--- src/rtl/param_stack.sv ---
// -----------------------------------------------------------------------------
// param_stack
//   Parametrised LIFO stack for the CPU datapath (call/return addresses,
//   operand stack). The top entry is cached in a register so data_out_o is
//   always registered; the memory holds only the entries beneath the top.
//   Out-of-range operations are rejected and reported through sticky flags.
//
// Parameters
//   DATA_WIDTH  entry width in bits (>= 1)
//   DEPTH       maximum number of entries (>= 2, any value)
//
// Ports
//   clk_i        single clock, all state changes on the rising edge
//   reset_i      synchronous active-high reset, dominates every other input
//   en_i         operation enable; push/pop/clr_err are ignored when low
//   push_i       push data_i (replace when pop_i is also high)
//   pop_i        pop the top entry
//   clr_err_i    clear both sticky error flags
//   data_i       value to push
//   data_out_o   current top of stack, 0 when empty
//   count_o      number of stored entries, 0..DEPTH
//   empty_o      count_o == 0
//   full_o       count_o == DEPTH
//   overflow_o   sticky: a push was rejected because the stack was full
//   underflow_o  sticky: a pop was rejected because the stack was empty
// -----------------------------------------------------------------------------
module param_stack #(
    parameter int DATA_WIDTH = 16,
    parameter int DEPTH      = 16,
    localparam int CW        = $clog2(DEPTH + 1)
) (
    input  logic                  clk_i,
    input  logic                  reset_i,
    input  logic                  en_i,
    input  logic                  push_i,
    input  logic                  pop_i,
    input  logic                  clr_err_i,
    input  logic [DATA_WIDTH-1:0] data_i,
    output logic [DATA_WIDTH-1:0] data_out_o,
    output logic [CW-1:0]         count_o,
    output logic                  empty_o,
    output logic                  full_o,
    output logic                  overflow_o,
    output logic                  underflow_o
);

    // The memory only stores entries below the cached top: DEPTH-1 slots.
    localparam int MEM_DEPTH = DEPTH - 1;
    localparam int AW        = (MEM_DEPTH > 1) ? $clog2(MEM_DEPTH) : 1;

    logic [DATA_WIDTH-1:0] mem_q [MEM_DEPTH];

    logic [CW-1:0]         count_q, count_d;
    logic [DATA_WIDTH-1:0] top_q, top_d;
    logic                  ovf_q, ovf_d;
    logic                  unf_q, unf_d;
    logic                  mem_we;
    logic [AW-1:0]         wr_idx;
    logic [AW-1:0]         rd_idx;
    logic                  is_empty;
    logic                  is_full;

    assign is_empty = (count_q == '0);
    assign is_full  = (count_q == CW'(DEPTH));

    // With n entries stored, the entries below the top occupy slots 0..n-2.
    // A push spills the old top into slot n-1; a pop refills from slot n-2.
    assign wr_idx = AW'(count_q - CW'(1));
    assign rd_idx = AW'(count_q - CW'(2));

    // NOTE: every variable gets a default first so no path leaves one
    // unassigned; that is what keeps this block free of inferred latches.
    always_comb begin
        count_d = count_q;
        top_d   = top_q;
        ovf_d   = ovf_q;
        unf_d   = unf_q;
        mem_we  = 1'b0;

        if (en_i) begin
            // Clear first so an error raised below in the same cycle wins.
            if (clr_err_i) begin
                ovf_d = 1'b0;
                unf_d = 1'b0;
            end

            if (push_i && !pop_i) begin
                if (is_full) begin
                    ovf_d = 1'b1;
                end else begin
                    top_d   = data_i;
                    count_d = count_q + CW'(1);
                    mem_we  = !is_empty;
                end
            end else if (pop_i && !push_i) begin
                if (is_empty) begin
                    unf_d = 1'b1;
                end else begin
                    count_d = count_q - CW'(1);
                    // Forcing zero on the last pop keeps data_out_o == 0
                    // whenever the stack is empty.
                    top_d   = (count_q > CW'(1)) ? mem_q[rd_idx] : '0;
                end
            end else if (push_i && pop_i) begin
                // Replace; on an empty stack this degenerates to a push.
                top_d = data_i;
                if (is_empty) begin
                    count_d = CW'(1);
                end
            end
        end
    end

    // NOTE: sequential state uses non-blocking assignments so every register
    // samples the pre-edge values, independent of statement order.
    always_ff @(posedge clk_i) begin
        if (reset_i) begin
            count_q <= '0;
            top_q   <= '0;
            ovf_q   <= 1'b0;
            unf_q   <= 1'b0;
        end else begin
            count_q <= count_d;
            top_q   <= top_d;
            ovf_q   <= ovf_d;
            unf_q   <= unf_d;
        end
    end

    // NOTE: the storage array is deliberately not reset; its contents are
    // unreachable until written, and leaving it unreset lets it map to RAM.
    always_ff @(posedge clk_i) begin
        if (mem_we && !reset_i) begin
            mem_q[wr_idx] <= top_q;
        end
    end

    assign data_out_o  = top_q;
    assign count_o     = count_q;
    assign empty_o     = is_empty;
    assign full_o      = is_full;
    assign overflow_o  = ovf_q;
    assign underflow_o = unf_q;

endmodule

--- config.mk ---
export PLATFORM = sky130hd
export DESIGN_NAME = param_stack
export DESIGN_NICKNAME = d
export VERILOG_FILES = /design/src/rtl/param_stack.sv
export SDC_FILE = /design/constraint.sdc
export NUM_CORES = 1
export LEC_CHECK = 0
export ABC_AREA = 1
export CORE_ASPECT_RATIO = 1.2
export CORE_UTILIZATION = 60
export CTS_CLUSTER_SIZE = 8
export DETAILED_ROUTE_END_ITERATION = 10
export PLACE_DENSITY = 0.79
export SLEW_MARGIN = 20
export SYNTH_ARGS = -nofsm -noshare
export SYNTH_HDL_FRONTEND = slang
export SYNTH_SLANG_ARGS = --single-unit
--- constraint.sdc ---
create_clock -name clk_i -period 3.4 [get_ports clk_i]
set_clock_uncertainty 0.1 [all_clocks]
set_input_delay 0.34 -clock clk_i [delete_from_list [all_inputs] [get_ports clk_i]]
set_output_delay 0.34 -clock clk_i [all_outputs]
set_load 0.02 [all_outputs]
==> impl_metrics.yaml, run 1 <==
run_status:
  status: "completed"
synthesis:
  syn-cell-area_um2: 11100
  syn_inst: 1022
  synth_seq_cells: 263
  ys_seq_area_share_pct: 68.9
  synth.top_cell.area_share_pct: 64.8
  yosysUniqueCellTypes: 29
  yosysWarningCount: 0
  synthesis.nets: 1052
  ys_top_cells_by_area: "edfxtp_1 (65%), nand3_1 (9.9%), nand2_1 (9.7%)"
  syn_avg_cell_area_um2: 10.9
  yosysTopAreaCell: "edfxtp_1"
global_routing:
  grt_pass1_vias: 7567
  grt_pass1_wl_um: 41100
  antenna_found_initial: 0
  grt_overflow: 0
  grt_usage_pct: 29.0
  grt_max_degree: 105
clock_network:
  numCtsBuffers: 38
  clk_path_buf_depth: 3
  htreeDepth: 2
  clk_latency_ns: 0.50
  cts_num_sinks: 263
  ctsResizeCount: 0
  clkTransAtPathRegs_ns: 0.05
  postCtsSetupRepairBufs: 0
  cts_tree: "yes"
  cts_hold_buffers: 0
  root_buffer: "clkbuf_16"
floorplan:
  ioPinCount: 47
  die_x_um: 126
  initial_core_util_pct: 61.2
  dieArea_um2: 19100
  core_um2: 18200
  die_h_um: 151
  num_rows: 54
setup_path:
  cp.arrival_ns: 2.29
  crit_path_cell_trace: "buf_4 -> clkdlybuf4s50_1"
  r2r-end: "mem_q[7][5]"
  r2r_start: "count_o[0]"
  path_class: "reg -> out"
  critical_path.max_stage_delay_ns: 0.75
  cp_slowest_cell: "clkdlybuf4s50_1"
  worstPathMaxFanout: 83
  rr_worst_depth: 8
  critPathLaunchType: "register"
  endpoint_kind: "output port"
  ff2ff_setup_slack_ns: 0.76
  crit_required_ns: 2.96
  path_buf_inv: 2
  crit_family: "buffers and inverters"
power_and_ir_drop:
  internal_power_mw: 6.28
  leakage_nw: 4.92
  combPwrFrac_pct: 17.9
  switching_power_mw: 2.42
  vdd_drop_max_uv: 513
  powerDensity_nw_per_um2: 669
  clkPwrFrac_pct: 39.1
  power_frac_seq_pct: 43.0
  switching_share_pct: 27.8
drt:
  wl_per_cell_um: 20.2
  vias_per_cell: 5.87
  drt-initial-drc-count: 864
  wl_met1_um: 10600
  drt_wl_total_um: 26900
  via_count: 7809
  top_layer: "met4"
  met3_length_um: 2230
  wl_met2_um: 13300
  antenna_left: 0
  drc: 0
  first_pass_iters: 6
min_path:
  holdPathStages: 2
  hold_path_end: "overflow_o"
  hp-class: "in -> reg"
  hold_start: "reset_i"
final_layout:
  post-route-util_pct: 71.6
  drive_above_1_share_pct: 11.9
  nNetsFinal: 1120
  area_growth_pct: 16.9
  num_antenna_cells: 0
placed_design:
  gp_congestion: 0.920
  dp_hpwl_um: 16100
  portBuffers: 46
sta:
  finalHoldViolCount: 0
  slew_violations: 0
  setup-tns-final_ns: 0
  max_freq_mhz: 366
  fin_crit_sh_pct: 80.4
  rsz0062_at_grt: "false"
  setup_viol: 0
  slew_headroom_pct: 25.7
  fin_crit_ns: 2.73
  worst-slew-pin-transition_ns: 1.11
run:
  maxCapViolCount: 0
==> flip-flops by register name, summed over array words and instances, names as in the netlist <==
signal       flops
overflow_o       1
mem_q          240
count_o          5
data_out_o      16
underflow_o      1
==> logic make-up (layout without fill, tap and decap cells) <==
| kind of cell | after synthesis | count (layout) | share of synthesized area (%) |
|---|---|---|---|
| AO/OA/AOI/OAI | 32 | 32 | 1.78 |
| XOR/XNOR | 3 | 3 | 0.236 |
| adder cells (fa/ha/maj) | 8 | 8 | 0.900 |
| buffers and inverters | 115 | 199 | 4.53 |
| flip-flops | 263 | 263 | 68.9 |
| AND/OR/NAND/NOR | 601 | 601 | 23.6 |
==> power by group through the flow <==
stage | clock, mW | combinational, mW | sequential (mW)
global placement | 0 | 1.49 | 3.80
finish | 3.40 | 1.56 | 3.75
floorplan | 0 | 0.947 | 3.84
global route | 3.56 | 1.69 | 3.75
CTS | 3.42 | 1.54 | 3.74
detailed placement | 0 | 1.52 | 3.80
==> final cells by class <==
class,instances,area (um^2)
Sequential cell,263,7670
Fill cell,1160,5170
Multi-Input combinational cell,644,2990
Clock buffer,56,1080
Timing Repair Buffer,84,758
Tap cell,224,280
Inverter,59,223
==> per-stage QoR <==
| stage | hold WS, ns | instances | power [mW] | worst slack (ns) | cell area [um^2] |
|---|---|---|---|---|---|
| after detailed placement | 0.390 | 1274 | 5.32 | 0.598 | 11900 |
| after global routing | 0.389 | 1330 | 8.99 | 0.600 | 13000 |
| final | 0.384 | 1330 | 8.71 | 0.667 | 13000 |
| after CTS | 0.385 | 1330 | 8.70 | 0.663 | 13000 |
| after floorplan | 0.312 | 1022 | 4.79 | 0.270 | 11100 |
| after global placement | 0.394 | 1274 | 5.29 | 0.649 | 11900 |
==> cell usage after synthesis <==
cell type    n
o21ai_4      1
or2_2       16
buf_1        4
a32oi_1      2
dfxtp_1     23
nand4_1      1
edfxtp_1   240
a21oi_1     18
nand3_1    220
nand3_2      1
nand2_2      2
ha_1         8
buf_4        5
and2_1       1
a21oi_4      1
xnor2_1      1
nand2_1    287
buf_2       31
nand2_4      2
inv_1       54
buf_6        2
inv_2        5
nor2_4       3
nor2_2       2
clkbuf_1    14
a21oi_2      2
nor2_1      66
xor2_1       2
o21ai_0      8
==> placed cells by master, fill, tap and decap left out, drive strengths merged <==
master / netlist / layout
a21oi: 21 / 21
a32oi: 2 / 2
and2: 1 / 1
buf: 42 / 38
clkbuf: 14 / 56
clkdlybuf4s50: 0 / 46
clkinv: 0 / 1
dfxtp: 23 / 23
edfxtp: 240 / 240
ha: 8 / 8
inv: 59 / 58
nand2: 291 / 291
nand3: 221 / 221
nand4: 1 / 1
nor2: 71 / 71
o21ai: 9 / 9
or2: 16 / 16
xnor2: 1 / 1
xor2: 2 / 2
==> per-layer routing <==
layer	GRT usage, %	vias up
li1	-	3624
met1	38.5	3702
met2	48.5	430
met3	4.31	53
met4	11.4	0
met5	0	-
==> worst max path at each step <==
stage,to,cells past startpoint,startpoint,slack (ns)
2_1_floorplan,mem_q[10][0],12,count_o[1],0.27
3_5_place_dp,mem_q[8][12],8,push_i,0.60
5_1_grt,count_o[1],2,count_o[1],0.60
4_1_cts,count_o[1],2,count_o[1],0.66
6_report,count_o[1],2,count_o[1],0.67
3_3_place_gp,mem_q[8][11],8,push_i,0.65
(Power assumes the default switching activity.)
==> run 2, diff against run 1 <==
CORE_UTILIZATION = 55   (was 60)
PLACE_DENSITY = 0.76   (was 0.79)
clock period = 2.45 ns   (was 3.4 ns; I/O delays follow)
==> run 2 against run 1 <==
Effect of this change:
- final area grew 3.6%
- power grew 42%
- wire length grew 8.1%
- register-to-register slack lost 0.61 ns
- critical path depth grew 5
- hold slack lost 0.084 ns
==> impl_metrics.yaml, run 2 (synthesis gave the netlist of run 1 again) <==
run_status:
  status: "completed"
floorplan:
  die_x_um: 132
  num_rows: 56
  ioPinCount: 47
  core_um2: 19700
  dieArea_um2: 20800
  initial_core_util_pct: 56.5
  die_h_um: 158
final_layout:
  largest_reg_flops: 240
  fill_cells: 1378
  layout_commonest_cell: "nand2_1"
  area_growth_pct: 21.1
  top_register: "mem_q"
  drive_above_1_share_pct: 14.0
  num_antenna_cells: 0
  multiInputGateArea_um2: 3150
  mostFrequentLayoutCells: "nand2_1 (279), edfxtp_1 (240), nand3_1 (220), inv_1 (52), nor2_1 (49)"
  ff_latch_area_um2: 7670
  nNetsFinal: 1133
global_routing:
  grt_overflow: 0
  grt_pass1_vias: 7828
  antenna_found_initial: 0
  grt_pass1_wl_um: 44200
  grt_max_degree: 101
  grt_usage_pct: 28.6
drt:
  via_count: 7985
  vias_per_cell: 5.75
  antenna_left: 0
  drt-initial-drc-count: 909
  drt_wl_total_um: 29100
  wl_per_cell_um: 20.9
  first_pass_iters: 5
  drc: 0
setup_path:
  crit_path_cell_trace: "buf_4 -> nor2_4 -> nand2_4 -> inv_2 -> nand2_2 -> inv_1 -> clkdlybuf4s50_1"
  endpoint_kind: "output port"
  critPathLaunchType: "register"
  ff2ff_setup_slack_ns: 0.15
  cp.depth: 7
  r2r_start: "count_o[1]"
  critical_path.max_stage_delay_ns: 0.60
  worstPathMaxFanout: 7
  cp_slowest_cell: "clkdlybuf4s50_1"
  setup.worst_path.start: "count_o[2]"
  crit_family: "buffers and inverters"
  cp.arrival_ns: 2.01
  rr_worst_depth: 9
  path_class: "reg -> out"
  crit_required_ns: 2.11
  path_buf_inv: 4
power_and_ir_drop:
  vdd_drop_max_uv: 653
  powerDensity_nw_per_um2: 916
  leakage_nw: 5.09
sta:
  slew_headroom_pct: 63.7
  slew_violations: 0
  rsz0062_at_grt: "false"
  holdWs_ns: 0.300
  fin_crit_sh_pct: 96.1
  fin_crit_ns: 2.36
  setup-tns-final_ns: 0
  setup_viol: 0
  worst-slew-pin-transition_ns: 0.545
  max_freq_mhz: 425
  finalHoldViolCount: 0
min_path:
  hp-class: "in -> reg"
  hold_start: "clr_err_i"
  holdPathStages: 4
clock_network:
  numCtsBuffers: 38
  clk_latency_ns: 0.51
  cts_tree: "yes"
  clk_path_buf_depth: 3
  cts_num_sinks: 263
  root_buffer: "clkbuf_16"
  htreeDepth: 2
  cts_hold_buffers: 0
  clkTransAtPathRegs_ns: 0.05
placed_design:
  dp_hpwl_um: 18200
  portBuffers: 46
  gp_congestion: 0.855
run:
  maxCapViolCount: 0
[run 2: cell count changes in the layout (fill, tap and decap cells not counted), sizes merged]
| cell | delta |
|---|---|
| buf | +13 |
| clkbuf | +8 |
| clkdlybuf4s50 | -1 |
| dlygate4sd2 | +1 |
| inv | +1 |
[run 2: final cells by class]
class | instances | share of cell area (%)
multi-input combinational | 644 | 23.4
tap | 261 | 2.42
clock inverter | 1 | 0.0650
sequential | 263 | 57.0
inverter | 59 | 1.65
timing repair buffer | 97 | 7.58
clock buffer | 64 | 7.94
[run 2: path summary, 6_finish.rpt]
check / end
worst min-delay path: overflow_o
worst max register to register: mem_q[14][3]
worst max-delay path: full_o
worst min register to register: overflow_o
[run 2: power breakdown]
group          total (mW)  switching, mW  leakage (nW)  internal, mW
logic                2.48           1.73          2.18         0.751
clock network        4.73           1.79         0.515          2.94
registers            5.13         0.0552          2.39          5.07
[run 2: routing by layer]
| metal | vias up | global-route usage (%) | routed length [um] |
|---|---|---|---|
| li1 | 3656 | - | - |
| met2 | 476 | 49.7 | 14600 |
| met1 | 3772 | 36.3 | 11000 |
| met3 | 81 | 4.26 | 2470 |
| met4 | 0 | 11.8 | 1050 |
| met5 | - | 0 | 0 |
[run 2: timing repair]
action | 4_1_cts | 5_1_grt
cloned | 0 | 0
endpoints found under the hold margin | 0 | 0
buffers inserted | 0 | 1
pin swaps | 0 | 1
gates resized for setup | 2 | 0
setup endpoints to repair | 2 | 15
[run 2: tightest hold or removal path: stages]
cell and delay (ns):
clkdlybuf4s50_1 0.40, nand2_1 0.08, a32oi_1 0.06, nor2_1 0.08
[run 2: metrics by stage]
step                      cell area, um^2  power (mW)  std cells  worst slack [ns]  utilization [%]
after CTS                           13500        12.3       1388            0.0133             68.4
after global routing                13500        12.7       1389            0.0121             68.4
after floorplan                     11300        6.79       1022          -0.00100                -
after global placement              12400        7.58       1323             0.284             62.9
after detailed placement            12400        7.62       1323             0.200             62.9
final                               13500        12.3       1389            0.0946             68.4
==> run 3, diff against run 2 <==
CAP_MARGIN = 20   (was unset)
CORE_UTILIZATION = 45   (was 55)
PLACE_DENSITY = unset   (was 0.76)
==> run 3 against run 2 <==
Effect of this change:
- combinational power about the same
- non-clock buffer count is 9 higher
- register-to-register slack better by 0.04 ns
- sequential power about the same
- setup slack improved by 0.012 ns
- sequential share of layout area shrank 0.80 points
- clock power shrank 0.8%
- utilization is 12 points lower
- critical path type unchanged
==> impl_metrics.yaml, run 3 (synthesis gave the netlist of run 1 again) <==
sta:
  fin_crit_ns: 2.34
  rsz0062_at_grt: "false"
  worst-slew-pin-transition_ns: 0.682
  setup_viol: 0
  max_freq_mhz: 427
  setup-tns-final_ns: 0
  fin_crit_sh_pct: 95.7
  setup_slack_ns: 0.106
  holdWs_ns: 0.290
  finalHoldViolCount: 0
  slew_headroom_pct: 54.5
  slew_violations: 0
clock_network:
  cts_hold_buffers: 0
  root_buffer: "clkbuf_16"
  clk_latency_ns: 0.51
  clkTransAtPathRegs_ns: 0.05
  cts_tree: "yes"
  cts_num_sinks: 263
  numCtsBuffers: 38
  clk_path_buf_depth: 3
  htreeDepth: 2
global_routing:
  grt_max_degree: 91
  grt_overflow: 0
  grt_usage_pct: 23.6
  grt_pass1_vias: 7709
  grt_pass1_wl_um: 44500
  antenna_found_initial: 0
placed_design:
  portBuffers: 46
  gp_congestion: 0.819
  dp_hpwl_um: 17100
  placed_cells: 1392
  place_area_um2: 12600
  post-place-ws_ns: 0.177
final_layout:
  layout_commonest_cell: "nand2_1"
  area_growth_pct: 22.8
  top_register: "mem_q"
  mostFrequentLayoutCells: "nand2_1 (279), edfxtp_1 (240), nand3_1 (220), inv_1 (52), nor2_1 (49)"
  multiInputGateArea_um2: 3150
  fill_cells: 2014
  final_area_um2: 13700
  drive_above_1_share_pct: 14.8
  num_antenna_cells: 0
  stdcell_count: 1458
  post-route-util_pct: 56.6
  ff_latch_area_um2: 7670
  largest_reg_flops: 240
  nNetsFinal: 1142
power_and_ir_drop:
  powerDensity_nw_per_um2: 898
  vdd_drop_max_uv: 578
  leakage_nw: 5.16
  p_total_mw: 12.3
drt:
  first_pass_iters: 5
  vias_per_cell: 5.31
  drt_wl_total_um: 29200
  drc: 0
  drt-initial-drc-count: 586
  antenna_left: 0
  via_count: 7748
  wl_per_cell_um: 20.0
min_path:
  holdPathStages: 4
  hold_path_end: "underflow_o"
  hp-class: "in -> reg"
  hold_start: "clr_err_i"
setup_path:
  critical_path.max_stage_delay_ns: 0.60
  crit_required_ns: 2.11
  rr_worst_depth: 8
  crit_path_cell_trace: "buf_4 -> nor2_4 -> nand2_4 -> inv_2 -> nand2_2 -> inv_1 -> clkdlybuf4s50_1"
  cp.arrival_ns: 2.00
  ff2ff_setup_slack_ns: 0.19
  path_buf_inv: 4
  path_class: "reg -> out"
  cp_slowest_cell: "clkdlybuf4s50_1"
  critPathLaunchType: "register"
  endpoint_kind: "output port"
  r2r_start: "count_o[0]"
  worstPathMaxFanout: 7
  r2r-end: "data_out_o[5]"
  crit_family: "buffers and inverters"
floorplan:
  initial_core_util_pct: 46.1
  num_rows: 62
  die_x_um: 146
  ioPinCount: 47
  core_um2: 24100
  die_h_um: 174
  dieArea_um2: 25400
run_status:
  status: "completed"
run:
  maxCapViolCount: 0
==> run 3: area by class of cell <==
| type | instances | share of cell area, % |
|---|---|---|
| well taps | 320 | 2.93 |
| repair buffers | 106 | 8.33 |
| clock inverters | 3 | 0.247 |
| flip-flops and latches | 263 | 56.2 |
| inverters | 59 | 1.63 |
| multi-input cells | 644 | 23.1 |
| clock buffers | 63 | 7.65 |
==> run 3: where the power goes <==
group          total [mW]  switching (mW)  internal, mW  leakage [nW]
Sequential           5.12          0.0506          5.07          2.39
Combinational        2.47            1.68         0.783          2.25
Clock                4.69            1.80          2.89         0.514
==> run 3: routing by layer <==
layer | vias to the layer above | part of all wire, % | track usage [%] | wire (um)
li1 | 3687 | - | - | -
met5 | - | 0 | 0 | 0
met1 | 3773 | 42 | 29.5 | 12200
met2 | 235 | 51 | 41.3 | 14900
met3 | 53 | 4.7 | 3.07 | 1370
met4 | 0 | 2.8 | 9.82 | 824
==> run 3: worst register-to-register path, delay by kind of cell (launching register included) <==
family                 cells  cell delay (ns)
DFF                        1             0.36
AOI/OAI and AO/OA          1             0.13
buffers and inverters      2             1.01
and+or+nand+nor            5             0.60
==> run 3: worst max-delay path by stage <==
stage / start / to / slack (ns) / cells after the start
3_5_place_dp: count_o[0] / data_out_o[13] / 0.18 / 8
2_1_floorplan: count_o[1] / mem_q[11][0] / -0.001 / 12
5_1_grt: count_o[1] / full_o / 0.01 / 7
3_3_place_gp: count_o[0] / data_out_o[13] / 0.17 / 8
6_report: count_o[2] / full_o / 0.11 / 7
4_1_cts: count_o[2] / empty_o / 0.01 / 5
==> run 3: timing repair <==
action,CTS,global route
resized for setup,0,1
setup endpoints to repair,0,1
setup buffers,0,0
